[src/rtl/prog_loader_8to16.sv]
// Boot-time loader: packs a big-endian byte stream into 16-bit words for the program RAM.
// Optional checksum trailer after the halt word is enabled by defining PROG_LOADER_CHECKSUM_EN.
module prog_loader_8to16 #(
    parameter int          ADDR_W    = 10,
    parameter int          DEPTH     = 1024,
    parameter logic [15:0] HALT_WORD = 16'h3c00
) (
    input  logic              clk,
    input  logic              rst_n,
    input  logic              load_req,
    input  logic [7:0]        byte_in,
    input  logic              byte_valid,
    output logic              byte_ready,
    output logic              ram_write_en,
    output logic [ADDR_W-1:0] ram_addr,
    output logic [15:0]       ram_din,
    output logic [ADDR_W:0]   word_count,
    output logic              done,
    output logic              overrun,
    output logic              cksum_err,
    output logic              proc_start
);

`ifdef PROG_LOADER_CHECKSUM_EN
    typedef enum logic [2:0] {
        IDLE, LOAD_HI, LOAD_LO, WRITE, DONE, CHK_HI, CHK_LO
    } state_t;
`else
    typedef enum logic [2:0] {
        IDLE, LOAD_HI, LOAD_LO, WRITE, DONE
    } state_t;
`endif

    localparam logic [ADDR_W-1:0] LAST_ADDR = ADDR_W'(DEPTH - 1);
    localparam logic [ADDR_W:0]   WC_ONE    = (ADDR_W + 1)'(1);
    localparam logic [ADDR_W-1:0] ADDR_ONE  = ADDR_W'(1);

    state_t              state_q, state_d;
    logic [7:0]          hi_q, hi_d;
    logic [ADDR_W-1:0]   addr_q, addr_d;
    logic [ADDR_W:0]     word_count_q, word_count_d;
    logic [15:0]         ram_din_q, ram_din_d;
    logic                ram_write_en_q, ram_write_en_d;
    logic                byte_ready_q, byte_ready_d;
    logic                done_q, done_d;
    logic                overrun_q, overrun_d;
    logic                proc_start_q, proc_start_d;
    logic                accept;
`ifdef PROG_LOADER_CHECKSUM_EN
    logic [15:0]         sum_q, sum_d;
    logic                cksum_err_q, cksum_err_d;
`endif

    assign accept = byte_valid && byte_ready_q;

    always_comb begin
        state_d        = state_q;
        hi_d           = hi_q;
        addr_d         = addr_q;
        word_count_d   = word_count_q;
        ram_din_d      = ram_din_q;
        ram_write_en_d = 1'b0;
        done_d         = done_q;
        overrun_d      = overrun_q;
        proc_start_d   = proc_start_q;
`ifdef PROG_LOADER_CHECKSUM_EN
        sum_d          = sum_q;
        cksum_err_d    = cksum_err_q;
`endif
        case (state_q)
            IDLE, DONE: begin
                if (load_req) begin
                    state_d      = LOAD_HI;
                    addr_d       = '0;
                    word_count_d = '0;
                    done_d       = 1'b0;
                    overrun_d    = 1'b0;
                    proc_start_d = 1'b0;
`ifdef PROG_LOADER_CHECKSUM_EN
                    sum_d        = '0;
                    cksum_err_d  = 1'b0;
`endif
                end
            end
            LOAD_HI: begin
                if (accept) begin
                    hi_d    = byte_in;
                    state_d = LOAD_LO;
                end
            end
            LOAD_LO: begin
                if (accept) begin
                    ram_din_d      = {hi_q, byte_in};
                    ram_write_en_d = 1'b1;
                    state_d        = WRITE;
                end
            end
            WRITE: begin
                word_count_d = word_count_q + WC_ONE;
`ifdef PROG_LOADER_CHECKSUM_EN
                sum_d        = sum_q + ram_din_q;
`endif
                if (ram_din_q == HALT_WORD) begin
`ifdef PROG_LOADER_CHECKSUM_EN
                    state_d      = CHK_HI;
`else
                    state_d      = DONE;
                    done_d       = 1'b1;
                    proc_start_d = 1'b1;
`endif
                end else if (addr_q == LAST_ADDR) begin
                    // The last RAM word is never followed by a wrap to address 0.
                    state_d   = DONE;
                    done_d    = 1'b1;
                    overrun_d = 1'b1;
                end else begin
                    addr_d  = addr_q + ADDR_ONE;
                    state_d = LOAD_HI;
                end
            end
`ifdef PROG_LOADER_CHECKSUM_EN
            CHK_HI: begin
                if (accept) begin
                    hi_d    = byte_in;
                    state_d = CHK_LO;
                end
            end
            CHK_LO: begin
                if (accept) begin
                    state_d = DONE;
                    done_d  = 1'b1;
                    if ({hi_q, byte_in} == sum_q) begin
                        proc_start_d = 1'b1;
                    end else begin
                        cksum_err_d = 1'b1;
                    end
                end
            end
`endif
            default: state_d = IDLE;
        endcase
`ifdef PROG_LOADER_CHECKSUM_EN
        byte_ready_d = (state_d == LOAD_HI) || (state_d == LOAD_LO) ||
                       (state_d == CHK_HI)  || (state_d == CHK_LO);
`else
        byte_ready_d = (state_d == LOAD_HI) || (state_d == LOAD_LO);
`endif
    end

    always_ff @(posedge clk or negedge rst_n) begin
        if (!rst_n) begin
            state_q        <= IDLE;
            hi_q           <= '0;
            addr_q         <= '0;
            word_count_q   <= '0;
            ram_din_q      <= '0;
            ram_write_en_q <= 1'b0;
            byte_ready_q   <= 1'b0;
            done_q         <= 1'b0;
            overrun_q      <= 1'b0;
            proc_start_q   <= 1'b0;
`ifdef PROG_LOADER_CHECKSUM_EN
            sum_q          <= '0;
            cksum_err_q    <= 1'b0;
`endif
        end else begin
            state_q        <= state_d;
            hi_q           <= hi_d;
            addr_q         <= addr_d;
            word_count_q   <= word_count_d;
            ram_din_q      <= ram_din_d;
            ram_write_en_q <= ram_write_en_d;
            byte_ready_q   <= byte_ready_d;
            done_q         <= done_d;
            overrun_q      <= overrun_d;
            proc_start_q   <= proc_start_d;
`ifdef PROG_LOADER_CHECKSUM_EN
            sum_q          <= sum_d;
            cksum_err_q    <= cksum_err_d;
`endif
        end
    end

    assign byte_ready   = byte_ready_q;
    assign ram_write_en = ram_write_en_q;
    assign ram_addr     = addr_q;
    assign ram_din      = ram_din_q;
    assign word_count   = word_count_q;
    assign done         = done_q;
    assign overrun      = overrun_q;
    assign proc_start   = proc_start_q;
`ifdef PROG_LOADER_CHECKSUM_EN
    assign cksum_err    = cksum_err_q;
`else
    assign cksum_err    = 1'b0;
`endif

endmodule

[config.mk]
export PLATFORM = sky130hd
export DESIGN_NAME = prog_loader_8to16
export DESIGN_NICKNAME = d
export VERILOG_FILES = /design/src/rtl/prog_loader_8to16.sv
export SDC_FILE = /design/constraint.sdc
export NUM_CORES = 1
export LEC_CHECK = 0
export CORE_UTILIZATION = 54
export DETAILED_ROUTE_END_ITERATION = 10
export PLACE_DENSITY_LB_ADDON = 0.05
export SLEW_MARGIN = 40
export SYNTH_ARGS = -nofsm -noshare
export SYNTH_HDL_FRONTEND = slang
export SYNTH_SLANG_ARGS = --single-unit
[constraint.sdc]
create_clock -name clk -period 3.3 [get_ports clk]
set_input_delay 0.99 -clock clk [delete_from_list [all_inputs] [get_ports clk]]
set_output_delay 0.99 -clock clk [all_outputs]
set_load 0.01 [all_outputs]
==> results of run 1 <==
cells by family after synthesis:
group | count (synthesis)
other | 1
adder cells (fa/ha/maj) | 2
multiplexers | 36
AO/OA/AOI/OAI | 28
buffers and inverters | 12
AND/OR/NAND/NOR | 81
flip-flops | 53
power by group:
part	internal [W]	total, W	switching [W]
Sequential	0.000845	0.00103	0.000189
Clock	0.000166	0.000373	0.000207
Combinational	0.000497	0.000819	0.000322
Total	0.00151	0.00223	0.000719
routing by layer:
| layer | GRT usage, % | vias to the layer above |
|---|---|---|
| met5 | 0 | - |
| met4 | 4.67 | 0 |
| met3 | 6.93 | 3 |
| met2 | 32.3 | 44 |
| met1 | 30.5 | 900 |
| li1 | - | 878 |
stage by stage:
step / util, % / std cells / setup slack, ns / power (W)
4_1_cts: 71.2 / 317 / 0.908 / 0.00225
5_1_grt: 71.2 / 317 / 0.857 / 0.00236
6_report: 71.2 / 317 / 0.930 / 0.00223
3_5_place_dp: 69.1 / 310 / 0.754 / 0.00187
3_3_place_gp: 69.1 / 310 / 0.779 / 0.00185
2_1_floorplan: - / 213 / 1.30 / 0.00150
cell usage after synthesis, types with 2 or more instances:
master and number:
and4b_1 2, a31oi_1 2, nor2_1 8, buf_4 3, nor3_1 6, buf_2 4, nand4_1 7, mux2i_1 12
mux2_4 9, a41oi_1 2, nand3b_1 2, nand3_1 8, nor4_1 2, o21a_1 2, dfrtp_1 53, nand2_1 25
mux2_2 15, ha_1 2, o21ai_0 13, buf_6 2, a21oi_1 4, and4_1 5, and3_1 4
final cells by class:
class                           count  area, µm²
Inverter                            1       3.75
Clock inverter                      1       7.51
Sequential cell                    53       1330
Fill cell                         346       1270
Multi-Input combinational cell    148       1110
Clock buffer                        6       82.6
Tap cell                           52       65.1
Timing Repair Buffer               56        548
flip-flops by register name, summed over array words and instances (netlist names):
signal and count:
ram_write_en 1, done 1, byte_ready 1, word_count 11
ram_addr 10, ram_din 16, proc_start 1, overrun 1
state_q 3, hi_q 8
how the worst max path moves through the flow:
| stage | from | end | slack (ns) | cells past startpoint |
|---|---|---|---|---|
| floorplan | byte_valid | ram_din[10] | 1.30 | 4 |
| global placement | byte_valid | hi_q[2] | 0.78 | 4 |
| detailed placement | byte_valid | hi_q[1] | 0.75 | 4 |
| CTS | ram_addr[3] | ram_addr[3] | 0.91 | 1 |
| global route | ram_addr[3] | ram_addr[3] | 0.86 | 1 |
| finish | ram_addr[3] | ram_addr[3] | 0.93 | 1 |
==> summary.md, run 1 <==
| Metric | Value |
|---|---|
| Synth Cell Area | between 0.002 and 0.003 mm² |
| Wl on met1 | roughly 2400 µm |
| Number of global-route vias before repair | between 1500 and 2000 |
| FF-to-FF setup slack | roughly 1.2 ns |
| All-Layer GR Usage | 21.5% |
| Fin area | about 0.0031 mm² |
| Final Skew | roughly 0.0034 ns |
| CP Data Arrival Time | around 1.4 ns |
| FMAX | between 0.4 and 0.5 GHz |
| Placement Rows | 24 |
| Final Slew Violations | 0 |
| Setup Total Neg Slack | 0 ns |
| Synth top area cells | dfrtp_1, mux2_2, mux2_4, mux2i_1, nand2_1 |
| Clk_lat worst skew | slightly above 0.3 ns |
| Post-synth EDFFs | 0 |
| CTS Sinks | 53 |
| Multiplexer share of the synthesized area | 16.8% |
| GRT Residual Overflow | 0 |
| Final Cycle Share | 71.8% |
| H-tree levels | 2 |
| Routed Antenna Nets | 0 |
| Slowest-stage cell, CP | clkdlybuf4s50_1 |
| Antenna violations before repair | 0 |
| Hold path endpoint | word_count[10] |
| Status | completed |
| Layout cells sized above 1 | 16.2% |
| Critical path class | register to primary output |
| Final Hold Violating Endpoints | 0 |
| Synth Area in Adders | less than 1% |
| Full die area | around 0.005 mm² |
| Worst ir drop on vdd | approximately 0.49 mV |
| # setup viols final | 0 |
| Hold path depth | 1 |
| Fin nets | 279 |
| Rel. slew slack | 55.1% |
| CTS Hold Bufs | 0 |
| Cell count after synthesis | 213 |
| Largest family of logic cells by synthesized area | simple AND/OR/NAND/NOR gates |
| Setup crit start kind | register |
| Initial drt markers | between 90 and 100 |
| Pwr dens | about 710 mW/mm² |
| Max FO, Critical Path | 8 |
| CTS tree | yes |
| Pleak | between 1 and 1.5 nW |
| Met3 wire len | roughly 250 µm |
| Yosys top cell by area | dfrtp_1 |
| CORE AREA | between 0.004 and 0.005 mm² |
| Root Driver | clkbuf_8 |
| Top_reg_cell synth | dfrtp_1 |
| Mean Syn Cell Area | between 10 and 15 µm² |
| RD Place Congestion | ~0.77 |
| Hold path startpoint | word_count[10] |
| Post-cts sizing count | 0 |
| Placed Area | between 0.003 and 0.004 mm² |
| Commonest non-fill, non-tap cell in the layout | dfrtp_1 |
| FFs w/ async S/R, synth | 100% |
| Top delay family on crit path | buffers and inverters |
| Register area share after synthesis | between 50% and 60% |
| # IOs | 55 |
| Mapped Nets | ~230 |
| FF-to-FF End | ram_addr[9] |
| Met2 Wirelength | around 2300 µm |
| Netlist cell types | 44 |
| Chip width | ~70 µm |
| HPWL Detailed | about 3400 µm |
| DRT Pass-1 Iters | 4 |
| CP Capture Type | primary output |
| Setup Buffers After CTS | 0 |
| Fraction of the mapped netlist area in compound gates | between 6 and 7% |
| Initial core utilization | roughly 57% |
| Hold WC Path Type | register to register |
| RSZ-0062 raised after global routing | false |
| CTS max path bufs | 2 |
| Via count | approximately 1800 |
| DRC Markers | 0 |
| N_diodes | 0 |
| CP Cell Sequence | clkdlybuf4s50_1 |
| Maximum capacitance violations | 0 |
| Register bit total from synthesis | 53 |
| Yosys top cell area share | between 50 and 60% |
| Minimum clock period | around 2.4 ns |
| Worst-Margin Slew | 0.674 ns |
| IO buf count | 53 |
| Num CTS Buffers | 5 |
| Total Wirelength | 4990 µm |
| Die height | around 70 µm |
| WP buf/inv | 1 |
| CP Data Required Time | roughly 2.3 ns |
| Most frequent cells in the layout | dfrtp_1, clkdlybuf4s50_1, nand2_1 |
| P&R area growth vs syn | 24.3% |
| Ys Warns | 0 |
| RR Startpoint | ram_din[2] |
| Top layer in use | met4 |
| Slowest stage delay, CP | between 0.5 and 0.6 ns |
| Synthesized-area fraction occupied by and/or/nand/nor cells | around a fifth |
| Avg WL per Cell | 15.7 µm |
| Largest net degree at the start of global routing | between 50 and 60 |
| FF-to-FF path depth | 4 |
| WHS | between 0.4 and 0.5 ns |
| Post-Synth XOR/XNOR Area | 0% |
| First-pass GRT wire length | roughly 8300 µm |
| Number of vias per cell | ~5.8 |
| Clk slew on worst S/H paths | ~0.09 ns |
Power figures use the tool's default switching activity.
==> run 2, diff against run 1 <==
Settings changed: CORE_UTILIZATION 54 to 45.
Clock period 3.3 ns to 2.1 ns, I/O delays scaled along.
==> run 2 against run 1 <==
  * First-iteration DRC count increased by 34%
  * Setup slack got worse by 0.82 ns
  * Critical path type unchanged
  * Clock skew is 0.0046 ns higher
  * Routed wire length is 2.3% higher
  * Critical path depth is the same
  * Largest cell class unchanged
==> summary.md, run 2 (synthesized netlist as in run 1, its figures left out) <==
| Metric | Value |
|---|---|
| DRT Pass-1 Iters | 4 (unchanged) |
| FMAX | between 0.5 and 0.6 GHz |
| FF-to-FF path depth | 5 (+1) |
| P&R area growth vs syn | 29.7% |
| N_diodes | 0 (unchanged) |
| H-tree levels | 2 (unchanged) |
| Total power | 0.00369 W (+66%) |
| Clock power share | 19.0% (+2.2 points) |
| CTS tree | yes |
| Num CTS Buffers | 5 (unchanged) |
| Commonest non-fill, non-tap cell in the layout | dfrtp_1 |
| DRC Markers | 0 (unchanged) |
| Pint | 0.00253 W (+68%) |
| CORE AREA | 0.00527 mm² (+19%) |
| Sequential share of power | 43.6% (-2.8 points) |
| Hold WC Path Type | primary input to asynchronous set/reset pin |
| RR Startpoint | ram_din[9] |
| Layout cells sized above 1 | 18.7% (+2.5 points) |
| CP Capture Type | primary output |
| Post-Place Cells | 335 (+8.1%) |
| Total Wirelength | 5100 µm (+2.3%) |
| Largest register FFs | 16 (unchanged) |
| All-Layer GR Usage | 19.0% (-2.5 points) |
| FF-to-FF End | ram_addr[9] |
| Number of global-route vias before repair | 1793 (+4.2%) |
| First-pass GRT wire length | 8970 µm (+7.7%) |
| # IOs | 55 (unchanged) |
| RSZ-0062 raised after global routing | false |
| Net Switching | 0.00116 W (+61%) |
| Final Skew | 0.00800 ns (+0.00457 ns) |
| Final Slew Violations | 0 (unchanged) |
| Critical path class | register to primary output |
| Number of vias per cell | 5.28 (-8.3%) |
| Setup Buffers After CTS | 0 (unchanged) |
| Antenna violations before repair | 0 (unchanged) |
| GRT Residual Overflow | 0 (unchanged) |
| Pleak | 1.45 nW (+4.2%) |
| Non-Filler Instances | 343 (+8.2%) |
| Minimum clock period | roughly 2.0 ns |
| RD Place Congestion | 0.754 (-1.5%) |
| Setup Total Neg Slack | 0 ns (unchanged) |
| Switching Share | 31.4% (-0.86 points) |
| CTS Sinks | 53 (unchanged) |
| Clk_lat worst skew | 0.31 ns (about the same) |
| IO buf count | 53 (unchanged) |
| Initial core utilization | 48.0% (-9.3 points) |
| Clk slew on worst S/H paths | 0.10 ns (about the same) |
| Initial drt markers | 129 (+34%) |
| Full die area | 0.00592 mm² (+19%) |
| Max FO, Critical Path | 8 (unchanged) |
| Root Driver | clkbuf_8 |
| Routed Antenna Nets | 0 (unchanged) |
| Slowest-stage cell, CP | clkdlybuf4s50_1 |
| Worst setup startpoint | ram_addr[3] |
| Final Cycle Share | between 90 and 100% |
| Placement Rows | 26 (+8.3%) |
| Chip width | 76.9 µm (+9.3%) |
| CTS Hold Bufs | 0 (unchanged) |
| Top delay family on crit path | buffers and inverters |
| Status | completed |
| Setup crit start kind | register |
| Most frequent cells in the layout | dfrtp_1, clkdlybuf4s50_1, nand2_1 |
| CP Data Required Time | 1.47 ns (-0.84 ns) |
| CP Cell Sequence | clkdlybuf4s50_1 |
| # setup viols final | 0 (unchanged) |
| Maximum capacitance violations | 0 (unchanged) |
| Avg WL per Cell | 14.9 µm (-5.5%) |
| Final core utilization | 62.2% (-9.0 points) |
| CP Data Arrival Time | 1.36 ns (-0.02 ns) |
| Worst ir drop on vdd | 0.667 mV (+37%) |
| WHS | 0.222 ns (-0.264 ns) |
| CTS max path bufs | 2 (unchanged) |
| WP buf/inv | 1 (unchanged) |
| Via count | 1810 (-0.82%) |
| Post-cts sizing count | 0 (unchanged) |
| Combinational share of power | 37.4% (+0.6 points) |
| Fin nets | 286 (+2.5%) |
| HPWL Detailed | 3570 µm (+6.2%) |
| FF-to-FF setup slack | 0.40 ns (-0.75 ns) |
| Largest net degree at the start of global routing | 39 (-28%) |
| Pwr dens | 1130 mW/mm² (+59%) |
| Die height | 76.9 µm (+9.3%) |
| Slowest stage delay, CP | 0.58 ns (about the same) |
| Final Hold Violating Endpoints | 0 (unchanged) |
-- run 2: cell types whose count changed in the layout (fill, tap and decap cells not counted), sizes merged --
cell / change
buf: +7
bufinv: +1
clkbuf: -1
clkinv: +1
clkinvlp: -1
inv: +1
-- run 2: power groups by stage --
stage	Clock, W	Combinational, W	Sequential (W)
CTS	0.000724	0.00140	0.00162
global placement	0	0.00137	0.00163
global route	0.000764	0.00150	0.00168
detailed placement	0	0.00139	0.00164
floorplan	0	0.000712	0.00164
finish	0.000700	0.00138	0.00161
-- run 2: final cells by class --
type	count	area (µm²)
Inverter	1	3.75
Tap cell	70	87.6
Sequential cell	53	1330
Multi-Input combinational cell	148	1110
Timing Repair Buffer	63	638
Fill cell	469	1990
Clock inverter	3	43.8
Clock buffer	5	68.8
-- run 2: layer usage --
metal | routed length (µm) | vias up | track usage, %
li1 | - | 899 | -
met1 | 2630 | 868 | 27.8
met2 | 2230 | 38 | 28.5
met3 | 193 | 5 | 3.93
met4 | 46 | 0 | 4.62
met5 | 0 | - | 0
-- run 2: how the worst max path moves through the flow --
stage | slack (ns) | end | cells past startpoint
6_report | 0.11 | ram_addr[3] | 1
4_1_cts | 0.10 | ram_addr[3] | 1
3_3_place_gp | 0.04 | ram_din[5] | 5
2_1_floorplan | 0.46 | ram_din[10] | 4
5_1_grt | 0.05 | word_count[3] | 1
3_5_place_dp | 0.04 | ram_din[5] | 5
-- run 2: stage by stage --
stage               cell area [µm²]  setup WS [ns]
global placement               3160         0.0435
floorplan                      2530          0.461
detailed placement             3160         0.0439
finish                         3280          0.113
global route                   3280         0.0482
CTS                            3280          0.104
==> run 3, diff against run 2 <==
Settings changed: ABC_AREA set to 1, CORE_UTILIZATION 45 to 46, GPL_ROUTABILITY_DRIVEN set to 0.
==> run 3 against run 2 <==
  * Largest cell class unchanged
  * Critical path type unchanged
  * Routed wire length is 16% higher
  * Register-to-register slack improved by 0.09 ns
  * Global-route usage up 1.5 points
  * Combinational power rose by 4%
  * Critical endpoint is now word_count[0]
==> summary.md, run 3 <==
| Metric | Value |
|---|---|
| DRC Markers | 0 (unchanged) |
| Register bit total from synthesis | 53 (unchanged) |
| FMAX | 0.503 GHz (about the same) |
| Synth top area cells | dfrtp_1, nand2_1, inv_1, nor2_1, o21ai_0 |
| Top-count cell post-synth | nand2_1 |
| Total power | 0.00370 W (+0.20%) |
| Commonest non-fill, non-tap cell in the layout | nand2_1 |
| Final Slew Violations | 0 (unchanged) |
| CTS Hold Bufs | 0 (unchanged) |
| Area of the multi-input gates | 0.00117 mm² (+5.9%) |
| Via count | 2350 (+30%) |
| HPWL Detailed | 4240 µm (+19%) |
| First-pass GRT wire length | 9940 µm (+11%) |
| Status | completed |
| Yosys top cell area share | 48.9% (-3.6 points) |
| FFs w/ async S/R, synth | 100% (unchanged) |
| Post-cts sizing count | 0 (unchanged) |
| Yosys top cell by area | dfrtp_1 |
| Commonest cells in the synthesized netlist | nand2_1, dfrtp_1, inv_1 |
| All-Layer GR Usage | 20.4% (+1.5 points) |
| Cell count after synthesis | 342 (+61%) |
| Setup Buffers After CTS | 0 (unchanged) |
| Num CTS Buffers | 5 (unchanged) |
| Largest register FFs | 16 (unchanged) |
| Most frequent cells in the layout | nand2_1, dfrtp_1, clkdlybuf4s50_1 |
| Placement Rows | 27 (+3.8%) |
| CORE AREA | 0.00561 mm² (+6.4%) |
| CP Data Arrival Time | 1.36 ns (about the same) |
| Full die area | 0.00621 mm² (+4.9%) |
| Ys Warns | 0 (unchanged) |
| CP Cell Sequence | clkdlybuf4s50_1 |
| N_diodes | 0 (unchanged) |
| Reg area | 0.00133 mm² (unchanged) |
| IO buf count | 53 (unchanged) |
| Chip width | 78.8 µm (+2.4%) |
| CP Data Required Time | 1.47 ns (about the same) |
| Setup Total Neg Slack | 0 ns (unchanged) |
| Register area share after synthesis | 48.9% (-3.6 points) |
| CTS Sinks | 53 (unchanged) |
| Root Driver | clkbuf_8 |
| Total Wirelength | 5910 µm (+16%) |
| Top_reg_cell synth | dfrtp_1 |
| Critical path class | register to primary output |
| Antenna violations before repair | 0 (unchanged) |
| Post-synth EDFFs | 0 (unchanged) |
| Pwr dens | 1080 mW/mm² (-4.1%) |
| RSZ-0062 raised after global routing | false |
| Pleak | 1.63 nW (+13%) |
| FF-to-FF path depth | 8 (+3) |
| Synth Cell Area | 0.00271 mm² (+7.4%) |
| Max FO, Critical Path | 7 (-1) |
| Fin nets | 411 (+44%) |
| Clk_lat worst skew | 0.31 ns (about the same) |
| Final Hold Violating Endpoints | 0 (unchanged) |
| CTS max path bufs | 2 (unchanged) |
| Number of global-route vias before repair | 2183 (+22%) |
| Netlist cell types | 33 (-25%) |
| Mean Syn Cell Area | 7.94 µm² (-33%) |
| Routed Antenna Nets | 0 (unchanged) |
| Levels on crit path | 1 (unchanged) |
| H-tree levels | 2 (unchanged) |
| DRT Pass-1 Iters | 4 (unchanged) |
| Fill cell count | 520 (+11%) |
| P&R area growth vs syn | 26.1% |
| Final Cycle Share | 94.7% (about the same) |
| Top delay family on crit path | buffers and inverters |
| Final Skew | 0.00930 ns (+0.00130 ns) |
| Maximum capacitance violations | 0 (unchanged) |
| Setup crit start kind | register |
| Combinational share of power | 38.7% (+1.3 points) |
| Number of vias per cell | 5.00 (-5.2%) |
| # setup viols final | 0 (unchanged) |
| Initial core utilization | 48.4% (+0.44 points) |
| CP Capture Type | primary output |
| Switching Share | 37.0% (+5.6 points) |
| Initial drt markers | 98 (-24%) |
| Minimum clock period | 1.99 ns (+0.00149 ns) |
| GRT Residual Overflow | 0 (unchanged) |
| Worst ir drop on vdd | 0.616 mV (-7.7%) |
| CTS tree | yes |
| Slowest-stage cell, CP | clkdlybuf4s50_1 |
| Largest net degree at the start of global routing | 54 (+38%) |
| Clock power share | 19.1% (about the same) |
| Net Switching | 0.00137 W (+18%) |
| Mapped Nets | 356 (+57%) |
| WP buf/inv | 1 (unchanged) |
| Layout cells sized above 1 | 7.79% (-11 points) |
| Die height | 78.8 µm (+2.4%) |
| Avg WL per Cell | 12.6 µm (-16%) |
| Slowest stage delay, CP | 0.57 ns (about the same) |
| WHS | 0.295 ns (+0.0728 ns) |
| Clk slew on worst S/H paths | 0.10 ns (about the same) |
| # IOs | 55 (unchanged) |
| Sequential share of power | 42.2% (-1.4 points) |
| Pint | 0.00233 W (-8.0%) |
| Hold WC Path Type | primary input to asynchronous set/reset pin |
## run 3: stage by stage
stage	std cells	setup WS, ns	area, µm²	utilization, %
3_3_place_gp	462	0.155	3310	59.0
4_1_cts	470	0.0933	3420	61.0
2_1_floorplan	342	0.656	2710	-
5_1_grt	470	0.0269	3420	61.0
3_5_place_dp	462	0.108	3310	59.0
6_report	470	0.111	3420	61.0
## run 3: cell families after synthesis
kind of cell	count (synthesis)	share of synthesized area (%)
AOI/OAI and AO/OA	37	7.65
xor gates and xnor gates	4	1.29
adders and majority gates	2	0.922
buffers and inverters	49	7.88
DFF	53	48.9
other	1	0.138
and+or+nand+nor	196	33.2
## run 3: final cells by class
| class | instances | area share [%] |
|---|---|---|
| clock buffers | 5 | 2.01 |
| clock inverters | 3 | 1.28 |
| inverters | 40 | 4.46 |
| multi-input cells | 240 | 34.3 |
| flip-flops and latches | 53 | 38.7 |
| well taps | 72 | 2.63 |
| repair buffers | 57 | 16.6 |
## run 3: routing by layer
layer | wire length, µm | up-vias | track usage [%]
met4 | 58 | 0 | 5.45
met1 | 2890 | 1099 | 27.4
li1 | - | 1193 | -
met3 | 214 | 6 | 4.37
met2 | 2740 | 52 | 33.5
met5 | 0 | - | 0
## run 3: worst paths after layout
check | end | from | slack [ns]
worst max-delay path | word_count[0] | word_count[0] | 0.11
worst min-delay path | word_count[7] | rst_n | 0.29
worst max register to register | ram_addr[7] | ram_addr[1] | 0.49
worst min register to register | done | done | 0.48
max in group asynchronous | ram_addr[4] | rst_n | 1.56
min in group clk | done | done | 0.48
## run 3: worst reg2reg max path, delay by kind of cell, from the launching register on
family / cells / cell delay (ns)
adder cells (fa/ha/maj): 1 / 0.25
AO/OA/AOI/OAI: 1 / 0.19
flip-flops: 1 / 0.45
buffers and inverters: 1 / 0.10
AND/OR/NAND/NOR: 5 / 0.52
## run 3: power by group through the flow
| stage | logic (W) | registers, W | clock network (W) |
|---|---|---|---|
| finish | 0.00143 | 0.00156 | 0.000708 |
| global route | 0.00160 | 0.00161 | 0.000761 |
| CTS | 0.00144 | 0.00156 | 0.000727 |
| detailed placement | 0.00143 | 0.00158 | 0 |
| global placement | 0.00141 | 0.00159 | 0 |
| floorplan | 0.000744 | 0.00163 | 0 |
